$ cat config.mk
export PLATFORM = sky130hd
export DESIGN_NAME = usb_bus_arb
export DESIGN_NICKNAME = d
export VERILOG_FILES = /design/src/rtl/usb_bus_arb.sv
export SDC_FILE = /design/constraint.sdc
export NUM_CORES = 1
export LEC_CHECK = 0
export CORE_MARGIN = 1.5
export CORE_UTILIZATION = 41
export CTS_BUF_LIST = sky130_fd_sc_hd__clkbuf_4 sky130_fd_sc_hd__clkbuf_8
export CTS_CLUSTER_DIAMETER = 50
export DETAILED_ROUTE_END_ITERATION = 16
export PLACE_DENSITY = 0.95
export SYNTH_ARGS = -nofsm -noshare
export SYNTH_HDL_FRONTEND = slang
export SYNTH_SLANG_ARGS = --single-unit
$ cat constraint.sdc
create_clock -name clk_48m -period 4.5 [get_ports clk_48m]
set_input_delay 0.45 -clock clk_48m [delete_from_list [all_inputs] [get_ports clk_48m]]
set_output_delay 0.45 -clock clk_48m [all_outputs]
set_load 0.03 [all_outputs]
$ cat src/rtl/usb_bus_arb.sv
// usb_bus_arb: round-robin arbiter letting two masters (m0 = CPU side,
//   m1 = hardware sequencer) share the usb core's register bus, with a
//   per-transaction watchdog that aborts requests the core never acks.
// Latency: grant one cycle after a request is seen in IDLE; ack/err are
//   combinational in the core's ack cycle (or the last watchdog cycle).
// Backpressure: requesters hold mX_cyc until mX_ack/mX_err; the loser of
//   a tie simply waits in IDLE until the bus returns.
//
// Ports:
//   clk_48m, rst              clock, synchronous active-high reset
//   m0_*/m1_*                 requester side: addr/din/we/cyc in, ack/err/dout out
//   s_addr/s_din/s_we/s_cyc   registered request to the core bus port
//   s_dout/s_ack              core read data and completion
//   to_count                  saturating count of watchdog aborts
module usb_bus_arb #(
  parameter int TIMEOUT = 128
) (
  input  logic        clk_48m,
  input  logic        rst,
  input  logic [11:0] m0_addr,
  input  logic [15:0] m0_din,
  input  logic        m0_we,
  input  logic        m0_cyc,
  output logic        m0_ack,
  output logic        m0_err,
  output logic [15:0] m0_dout,
  input  logic [11:0] m1_addr,
  input  logic [15:0] m1_din,
  input  logic        m1_we,
  input  logic        m1_cyc,
  output logic        m1_ack,
  output logic        m1_err,
  output logic [15:0] m1_dout,
  output logic [11:0] s_addr,
  output logic [15:0] s_din,
  output logic        s_we,
  output logic        s_cyc,
  input  logic [15:0] s_dout,
  input  logic        s_ack,
  output logic [7:0]  to_count
);

  localparam int WDW = $clog2(TIMEOUT) + 1;
  localparam logic [WDW-1:0] WD_LAST = WDW'(TIMEOUT - 1);

  localparam logic [0:0] ST_IDLE = 1'b0;
  localparam logic [0:0] ST_BUSY = 1'b1;

  logic [0:0]     state;
  logic           grant;
  logic           last;
  logic [WDW-1:0] wd;
  logic           pick;
  logic           busy;
  logic           done_ack;
  logic           done_to;

  // Requester chosen in IDLE: m1 if it is alone, or if both ask and m0
  // had the bus last. Only meaningful when at least one cyc is high.
  assign pick = m1_cyc & (~m0_cyc | ~last);

  // Gating with rst keeps a transaction interrupted by reset from
  // emitting a stray ack/err in the reset cycle itself.
  assign busy     = (state == ST_BUSY) && !rst;
  assign done_ack = busy && s_ack;
  assign done_to  = busy && !s_ack && (wd == WD_LAST);

  assign s_cyc   = (state == ST_BUSY);
  assign m0_ack  = done_ack & ~grant;
  assign m1_ack  = done_ack &  grant;
  assign m0_err  = done_to  & ~grant;
  assign m1_err  = done_to  &  grant;
  assign m0_dout = m0_ack ? s_dout : 16'h0000;
  assign m1_dout = m1_ack ? s_dout : 16'h0000;

  always_ff @(posedge clk_48m) begin
    if (rst) begin
      state    <= ST_IDLE;
      grant    <= 1'b0;
      last     <= 1'b1;
      wd       <= '0;
      s_addr   <= 12'h000;
      s_din    <= 16'h0000;
      s_we     <= 1'b0;
      to_count <= 8'h00;
    end else begin
      case (state)
        ST_IDLE: begin
          if (m0_cyc || m1_cyc) begin
            s_addr <= pick ? m1_addr : m0_addr;
            s_din  <= pick ? m1_din  : m0_din;
            s_we   <= pick ? m1_we   : m0_we;
            grant  <= pick;
            last   <= pick;
            wd     <= '0;
            state  <= ST_BUSY;
          end
        end
        default: begin
          if (s_ack) begin
            state <= ST_IDLE;
          end else if (wd == WD_LAST) begin
            state <= ST_IDLE;
            if (to_count != 8'hFF) begin
              to_count <= to_count + 8'h01;
            end
          end else begin
            wd <= wd + 1'b1;
          end
        end
      endcase
    end
  end

endmodule

==> flow_summary.toml, run 1 <==
[power_and_ir_drop]
power_leakage_nw = 1.47
p_per_area_mw_per_mm2 = 250
switching_share_pct = 30.3
ir_worst_vdd_uv = 152
p_clk_share_pct = 23.8
power_switching_uw = 310
intPower_uw = 713
seqPwrFrac_pct = 46.3
combPwrFrac_pct = 29.9

[yosys]
synth.distinct_cells = 38
synthesis.nets = 367
ys_seq_area_share_pct = 39.3
synthMuxAreaShare_pct = 12.7
synth_xor_area_share_pct = 0.358
ys_warn_count = 0
synthAdderAreaFrac_pct = 1.02
synth_compound_area_share_pct = 17.9
synth_top_family_by_area = "simple AND/OR/NAND/NOR gates"
ys_ff_latch = 48
yosys.area_share.simple_pct = 24.8
synth_area_sq_mm = 0.00245
syn-mean-instance-area_sq_um = 8.55
synthCells = 286

[sta]
tns_ps = 0
fin_ws_ps = 1290
tightest_slew_ps = 1230
finalHoldViolCount = 0
fmax_mhz = 312
maxSlewHeadroom_pct = 18.0
finClkSkew_ps = 3.52
hold_slack_ps = 501
slew_violations = 0
period_share_pct = 71.2
rsz0062_at_grt = "no"
setup_viol = 0
min_period_ps = 3210

[hold_path]
hold-path-cell-count = 2
hp-start = "s_addr[4]$_SDFFE_PP0P_"
hold_class = "flop to flop"
whs_endpoint = "s_addr[4]$_SDFFE_PP0P_"

[clock_tree]
h-tree-depth = 2
cts_tree = "built"
clock_path_buffers = 2
path_clk_slew_ps = 90
post_cts_buffers = 0
insertion_delay_ps = 290
hold_buffers = 0
cts_num_sinks = 48
numCtsBuffers = 5
clockRootBuffer = "clkbuf_8"
cts_resized = 0

[critical_path]
crit_arrival_ps = 2760
regToRegSetupSlack_ps = 2390
critPathRequiredTime_ps = 4050
r2r_start = "wd[0]$_SDFFE_PP0P_"
critical_path_buf_inv_count = 3
critPathKind = "input pin to output port"
r2r-end = "to_count[4]$_SDFFE_PP0P_"
reg2reg_depth = 5
slowest_stage = "clkdlybuf4s50_1"
crit_fanout = 50
start_kind = "input pin"
cpPeakStageDelay_ps = 670
cp_top_family = "buffers and inverters"
cp.depth = 6
cp-end-kind = "output port"
crit_chain = "buf_2, inv_1, nand2_1, nor2_1, and2_1, clkdlybuf4s50_1"

[finish]
syn_to_final_growth_pct = 67.3
diodes = 0
fin_util_pct = 72.5
layout.nets = 510
final.fill_count = 452
multiInputGateArea_sq_mm = 0.00141
layout-drive-gt1-share_pct = 3.50
regArea_sq_um = 961

[route]
antenna_left = 0
vias = 2674
routed_wl_mm = 6.87
wl_per_cell_um = 13.7
viasPerCell = 5.34
drt_pass1_iterations = 4
drcViolationCount = 0
drtIter0Drc = 180

[placed_design]
gp_congestion = 0.850
hpwl_mm = 5.31
place_ws_ps = 1260
io_buffers = 152

[global_routing]
grt_max_degree = 61
antenna_found_initial = 0
grt_pass1_wl_mm = 11.4
grt_pass1_vias = 2498
grt.total_usage_pct = 22.3
grt.overflow.total = 0

[floorplan]
die-area_sq_mm = 0.00644
rows = 27
initial_core_util_pct = 43.4
io_pins = 153
core_area_sq_mm = 0.00564
fp.dieW_um = 80.2
dieHeight_um = 80.2

[outcome]
status = "complete, no violations"

[job]
maxCapViolCount = 0
## cell type report
cell class,count,area share (%)
Sequential cell,48,23.5
Timing Repair Buffer,153,37.2
Tap cell,72,2.20
Clock buffer,5,1.68
Clock inverter,2,0.306
Inverter,7,0.642
Multi-Input combinational cell,214,34.4
## how the worst max path moves through the flow
stage / slack (ps) / end / from
floorplan: 2070 / m0_err / wd[0]$_SDFFE_PP0P_
global placement: 1360 / m1_dout[11] / rst
detailed placement: 1260 / m1_dout[11] / rst
CTS: 1260 / m1_dout[11] / rst
global route: 1040 / m1_dout[6] / rst
finish: 1290 / m1_dout[5] / rst
## logic make-up after synthesis
kind of cell               after synthesis
AOI/OAI and AO/OA                       64
and+or+nand+nor                        116
muxes                                   31
xor gates and xnor gates                 1
adders and majority gates                2
buffers and inverters                   24
DFF                                     48
## Yosys cell counts
| cell type | n | share of area (%) |
|---|---|---|
| dfxtp_1 | 48 | 39 |
| nor2_1 | 38 | 5.8 |
| and2_1 | 32 | 8.2 |
| a211oi_1 | 30 | 9.2 |
| mux2i_1 | 30 | 12 |
| a21oi_1 | 12 | 2.5 |
| clkbuf_1 | 11 | 1.7 |
| nand3_1 | 11 | 2.3 |
| nand2_1 | 10 | 1.5 |
| inv_1 | 7 | 1.1 |
| o21ai_0 | 6 | 1.2 |
| or4_1 | 6 | 1.8 |
| buf_2 | 4 | 0.82 |
| nor3_1 | 4 | 0.82 |
| nor4_1 | 4 | 1.0 |
| o31ai_1 | 4 | 1.2 |
| a22oi_1 | 2 | 0.61 |
| and3_1 | 2 | 0.51 |
| buf_1 | 2 | 0.31 |
| ha_1 | 2 | 1.0 |
| nand2b_1 | 2 | 0.51 |
| nor2b_1 | 2 | 0.51 |
| o21ai_1 | 2 | 0.41 |
| a21boi_1 | 1 | 0.31 |
| a2bb2oi_1 | 1 | 0.36 |
| a31o_2 | 1 | 0.36 |
| a41oi_1 | 1 | 0.36 |
| mux2_2 | 1 | 0.46 |
| nand3b_1 | 1 | 0.31 |
| nand4_1 | 1 | 0.26 |
| nand4_2 | 1 | 0.51 |
| o2111ai_1 | 1 | 0.36 |
| o21a_1 | 1 | 0.31 |
| o32ai_1 | 1 | 0.36 |
| o41ai_1 | 1 | 0.36 |
| or3_1 | 1 | 0.26 |
| or3_4 | 1 | 0.46 |
| xnor2_1 | 1 | 0.36 |
## state kept, by name, summed over array words and instances (netlist names)
signal and count:
last 1, to_count 8, s_din 16, s_we 1
s_cyc 1, grant 1, wd 8, s_addr 12
## cell usage in the layout (no fill, tap or decap), drive strengths merged, types with 6 or more instances in the layout
master and n:
mux2i 30, a211oi 30, a21oi 12, nand3 11, or4 6, inv 7
o21ai 8, dfxtp 48, and2 32, clkdlybuf4s50 151, nand2 10, nor2 38
## worst register-to-register path, cell delays in order (launching register included)
cell and delay (ps):
dfxtp_1 410, ha_1 260, nand4_2 180, or3_4 500
or4_1 530, a21oi_1 150
## through the flow
step | instances | total power, mW | area, sq um
after CTS | 501 | 1.03 | 4090
final | 501 | 1.02 | 4090
after global placement | 494 | 0.783 | 4010
after floorplan | 286 | 0.635 | 2450
after global routing | 501 | 1.07 | 4090
after detailed placement | 494 | 0.791 | 4010
## power by group through the flow
stage,clock (mW),combinational (mW),sequential [mW]
2_1_floorplan,0,0.0998,0.535
3_3_place_gp,0,0.301,0.482
3_5_place_dp,0,0.308,0.483
4_1_cts,0.251,0.308,0.473
5_1_grt,0.267,0.329,0.478
6_report,0.243,0.306,0.473
## metal layers
metal | routed length (um) | global-route usage (%) | vias to the layer above
li1 | - | - | 1323
met1 | 2570 | 24.3 | 1204
met2 | 3450 | 40.1 | 139
met3 | 750 | 8.52 | 8
met4 | 92 | 6.21 | 0
met5 | 0 | 0 | -
No activity file was read; power rests on OpenSTA's default activity.
==> run 2: changes to the inputs <==
--- a/config.mk
+++ b/config.mk
@@ -6,11 +6,11 @@
 export NUM_CORES = 1
 export LEC_CHECK = 0
 export CORE_MARGIN = 1.5
-export CORE_UTILIZATION = 41
+export CORE_UTILIZATION = 38
 export CTS_BUF_LIST = sky130_fd_sc_hd__clkbuf_4 sky130_fd_sc_hd__clkbuf_8
 export CTS_CLUSTER_DIAMETER = 50
 export DETAILED_ROUTE_END_ITERATION = 16
-export PLACE_DENSITY = 0.95
+export PLACE_DENSITY = 0.92
 export SYNTH_ARGS = -nofsm -noshare
 export SYNTH_HDL_FRONTEND = slang
 export SYNTH_SLANG_ARGS = --single-unit
==> constraint.sdc (replaced) <==
create_clock -name clk_48m -period 3.2 [get_ports clk_48m]
set_input_delay 0.32 -clock clk_48m [delete_from_list [all_inputs] [get_ports clk_48m]]
set_output_delay 0.32 -clock clk_48m [all_outputs]
set_load 0.03 [all_outputs]
==> run 2 against run 1 <==
Against the previous run: critical path depth decreased by 1; register-to-register slack got worse by 1300 ps; die area increased by 7.6%; critical endpoint is now m0_err; largest power group unchanged.
==> flow_summary.toml, run 2 (synthesis gave the netlist of run 1 again) <==
[placed_design]
hpwl_mm = 5.36
gp_congestion = 0.823
placedInstanceArea_sq_mm = 0.00405
io_buffers = 152
place_ws_ps = 592
placed_cells = 503

[sta]
hold_slack_ps = 399
finClkSkew_ps = 3.05
period_share_pct = 88.7
min_period_ps = 2840
tightest_slew_ps = 660
slew_violations = 0
fin_ws_ps = 361
maxSlewHeadroom_pct = 55.7
finalHoldViolCount = 0
setup_viol = 0
rsz0062_at_grt = "no"
tns_ps = 0
fmax_mhz = 352

[route]
drcViolationCount = 0
wl_per_cell_um = 13.6
viasPerCell = 5.16
antenna_left = 0
drt_pass1_iterations = 4
routed_wl_mm = 6.96
drtIter0Drc = 129
vias = 2631

[global_routing]
grt.total_usage_pct = 20.1
grt_pass1_wl_mm = 11.5
grt.overflow.total = 0
grt_max_degree = 59
antenna_found_initial = 0
grt_pass1_vias = 2567

[floorplan]
core_area_sq_mm = 0.00628
io_pins = 153
rows = 29
die-area_sq_mm = 0.00693
initial_core_util_pct = 39.0
fp.dieW_um = 83.2
dieHeight_um = 83.2

[clock_tree]
cts_resized = 0
hold_buffers = 0
clock_path_buffers = 2
cts_tree = "built"
path_clk_slew_ps = 80
numCtsBuffers = 5
clockRootBuffer = "clkbuf_8"
post_cts_buffers = 0
cts_num_sinks = 48
insertion_delay_ps = 290
h-tree-depth = 2

[finish]
layout.nets = 514
top_register = "s_din"
final_common_cell = "clkdlybuf4s50_1"
final_area_sq_mm = 0.00413
top_regs = "s_din: 16 flops, s_addr: 12 flops"
layout_common_cells = "clkdlybuf4s50_1, dfxtp_1, nor2_1"
instances_no_fill = 510
layout-drive-gt1-share_pct = 4.39
fin_util_pct = 65.8
diodes = 0
syn_to_final_growth_pct = 68.7
largest_register_ffs = 16

[hold_path]
hp-start = "rst"
hold-path-cell-count = 3
whs_endpoint = "last$_SDFFE_PP1P_"
hold_class = "input pin to flop"

[critical_path]
regToRegSetupSlack_ps = 1100
r2r_start = "wd[0]$_SDFFE_PP0P_"
crit_arrival_ps = 2520
critPathKind = "flop to output port"
reg2reg_depth = 5
crit_fanout = 15
r2r-end = "to_count[4]$_SDFFE_PP0P_"
cp-end-kind = "output port"
cpPeakStageDelay_ps = 700
critical_path_buf_inv_count = 1
start_kind = "flop"
cp_top_family = "simple AND/OR/NAND/NOR gates"
critPathRequiredTime_ps = 2880
slowest_stage = "clkdlybuf4s50_1"
crit_chain = "ha_1, nand4_2, or3_4, nor3_1, clkdlybuf4s50_1"

[outcome]
status = "complete, no violations"

[power_and_ir_drop]
ir_worst_vdd_uv = 246
p_per_area_mw_per_mm2 = 350
p_total_mw = 1.45
power_leakage_nw = 1.49

[job]
maxCapViolCount = 0
[run 2: final cells by class]
class	count	area [sq um]
well taps	77	96.3
inverters	7	26.3
multi-input cells	214	1410
repair buffers	157	1550
clock buffers	6	76.3
clock inverters	1	5.00
fillers	524	2150
flip-flops and latches	48	961
[run 2: where the power goes]
part           internal (mW)  total (mW)  switching (mW)  leakage (nW)
combinational          0.216       0.434           0.217          1.05
sequential             0.639       0.665          0.0256         0.395
clock                  0.157       0.346           0.189        0.0445
[run 2: worst register-to-register path, delay by kind of cell (launching register included)]
family / cells / cell delay [ps]
flip-flops: 1 / 400
AO/OA/AOI/OAI: 1 / 150
AND/OR/NAND/NOR: 3 / 1220
adder cells (fa/ha/maj): 1 / 270
[run 2: how the worst max path moves through the flow]
stage | depth (start not counted) | to | slack (ps) | startpoint
2_1_floorplan | 5 | m0_err | 900 | wd[0]$_SDFFE_PP0P_
4_1_cts | 5 | m0_err | 350 | wd[0]$_SDFFE_PP0P_
6_report | 5 | m0_err | 360 | wd[0]$_SDFFE_PP0P_
5_1_grt | 5 | m0_err | 150 | wd[0]$_SDFFE_PP0P_
3_3_place_gp | 5 | m0_err | 650 | s_ack
3_5_place_dp | 5 | m0_err | 590 | s_ack
[run 2: metal layers]
layer | up-vias | share of wire, % | global-route usage [%]
met5 | - | 0 | 0
met4 | 0 | 0.47 | 4.55
met3 | 2 | 8.7 | 6.56
met2 | 122 | 50 | 36.4
met1 | 1177 | 40 | 22.8
li1 | 1330 | - | -
==> run 3: changes to the inputs <==
--- a/config.mk
+++ b/config.mk
@@ -10,6 +10,7 @@
 export CTS_BUF_LIST = sky130_fd_sc_hd__clkbuf_4 sky130_fd_sc_hd__clkbuf_8
 export CTS_CLUSTER_DIAMETER = 50
 export DETAILED_ROUTE_END_ITERATION = 16
+export GPL_TIMING_DRIVEN = 0
 export PLACE_DENSITY = 0.92
 export SYNTH_ARGS = -nofsm -noshare
 export SYNTH_HDL_FRONTEND = slang
==> run 3 against run 2 <==
Against the previous run: utilization increased by 1.0 points; hold slack better by 110 ps; global-route usage grew 0.96 points; critical endpoint is now m1_dout[7]; largest power group unchanged; highest routed layer unchanged.
==> flow_summary.toml, run 3 (synthesis gave the netlist of run 1 again) <==
[outcome]
status = "complete, no violations"

[critical_path]
cpPeakStageDelay_ps = 670
cp-end-kind = "output port"
critPathKind = "input pin to output port"
crit_fanout = 10
crit_chain = "clkdlybuf4s50_1, inv_1, nand2_1, nor2_1, clkbuf_1, and2_1, clkdlybuf4s50_1"
start_kind = "input pin"
cp_common_cell = "clkdlybuf4s50_1"
critical_path_buf_inv_count = 4
r2r-end = "to_count[5]$_SDFFE_PP0P_"
reg2reg_depth = 6
cp_top_family = "buffers and inverters"
regToRegSetupSlack_ps = 1080
critPathRequiredTime_ps = 2880
crit_arrival_ps = 2670
r2r_start = "wd[0]$_SDFFE_PP0P_"
slowest_stage = "clkdlybuf4s50_1"

[finish]
largest_register_ffs = 16
top_regs = "s_din: 16 flops, s_addr: 12 flops"
final_common_cell = "clkdlybuf4s50_1"
fin_util_pct = 66.8
layout-drive-gt1-share_pct = 3.81
layout_common_cells = "clkdlybuf4s50_1, dfxtp_1, nor2_1"
syn_to_final_growth_pct = 71.3
diodes = 0
final.fill_count = 505
layout.nets = 526
top_register = "s_din"

[floorplan]
io_pins = 153
initial_core_util_pct = 39.0
dieHeight_um = 83.2
core_area_sq_mm = 0.00628
die-area_sq_mm = 0.00693
fp.dieW_um = 83.2
rows = 29

[route]
drt_pass1_iterations = 4
drtIter0Drc = 134
drcViolationCount = 0
viasPerCell = 5.27
vias = 2754
wl_per_cell_um = 14.3
antenna_left = 0
routed_wl_mm = 7.46

[power_and_ir_drop]
p_per_area_mw_per_mm2 = 376
power_leakage_nw = 1.51
p_total_mw = 1.57
ir_worst_vdd_uv = 237

[sta]
slew_violations = 0
min_period_ps = 2990
tightest_slew_ps = 703
period_share_pct = 93.5
hold_slack_ps = 505
maxSlewHeadroom_pct = 52.9
rsz0062_at_grt = "no"
fmax_mhz = 334
finalHoldViolCount = 0
fin_ws_ps = 209
setup_viol = 0
finClkSkew_ps = 13.5
tns_ps = 0

[global_routing]
grt_pass1_vias = 2721
grt.overflow.total = 0
grt_max_degree = 16
antenna_found_initial = 0
grt.total_usage_pct = 21.0
grt_pass1_wl_mm = 12.3

[clock_tree]
h-tree-depth = 2
clockRootBuffer = "clkbuf_8"
insertion_delay_ps = 300
clock_path_buffers = 2
path_clk_slew_ps = 90
cts_num_sinks = 48
numCtsBuffers = 5
cts_tree = "built"
hold_buffers = 0

[placed_design]
io_buffers = 152
place_ws_ps = 180
gp_congestion = 0.837
hpwl_mm = 5.80

[hold_path]
hold-path-cell-count = 2
whs_endpoint = "s_din[12]$_SDFFE_PP0P_"
hp-start = "s_din[12]$_SDFFE_PP0P_"
hold_class = "flop to flop"

[job]
maxCapViolCount = 0
[run 3: cell types whose count changed in the layout (fill, tap and decap cells not counted), sizes merged]
cell / change
clkbuf: +11
bufinv: +1
clkdlybuf4s50: +1
[run 3: repair_timing]
| action | in CTS | in global routing |
|---|---|---|
| setup buffers | 0 | 0 |
| setup endpoints to repair | 0 | 4 |
| gates resized for setup | 0 | 1 |
| endpoints found under the hold margin | 0 | 0 |
[run 3: worst max-delay path by stage]
stage / from / to / cells after the start
floorplan: wd[0]$_SDFFE_PP0P_ / m0_err / 5
CTS: rst / m1_dout[7] / 7
global route: rst / m1_dout[14] / 7
detailed placement: rst / m1_dout[7] / 7
finish: rst / m1_dout[7] / 7
global placement: rst / m1_dout[13] / 7
[run 3: area by class of cell]
type / instances / area (sq um) / area share [%]
timing repair buffer: 152 / 1520 / 36.3
multi-input combinational: 214 / 1400 / 33.3
sequential: 48 / 961 / 22.9
tap: 77 / 96.3 / 2.30
clock buffer: 6 / 82.6 / 1.97
buffer: 17 / 68.8 / 1.64
clock inverter: 2 / 38.8 / 0.926
inverter: 7 / 26.3 / 0.627
[run 3: routing by layer]
| layer | share of wire [%] | GRT usage [%] | vias up |
|---|---|---|---|
| met3 | 8.9 | 6.36 | 8 |
| met5 | 0 | 0 | - |
| met2 | 50 | 38.1 | 136 |
| li1 | - | - | 1345 |
| met4 | 1.2 | 5.61 | 0 |
| met1 | 40 | 23.9 | 1265 |
[run 3: worst reg2reg max path, delay by kind of cell (launching register included)]
family / cells / cell delay, ps
AOI/OAI and AO/OA: 2 / 480
DFF: 1 / 430
and+or+nand+nor: 2 / 640
adders and majority gates: 1 / 270
buffers and inverters: 1 / 200
[run 3: through the flow]
step	area, sq um	instances
floorplan	2450	286
global placement	4060	515
detailed placement	4060	515
CTS	4190	523
global route	4190	523
finish	4190	523
[run 3: report_power, final]
part / internal (mW) / switching (mW)
registers: 0.640 / 0.0269
logic: 0.217 / 0.222
clock network: 0.256 / 0.213
total: 1.11 / 0.462
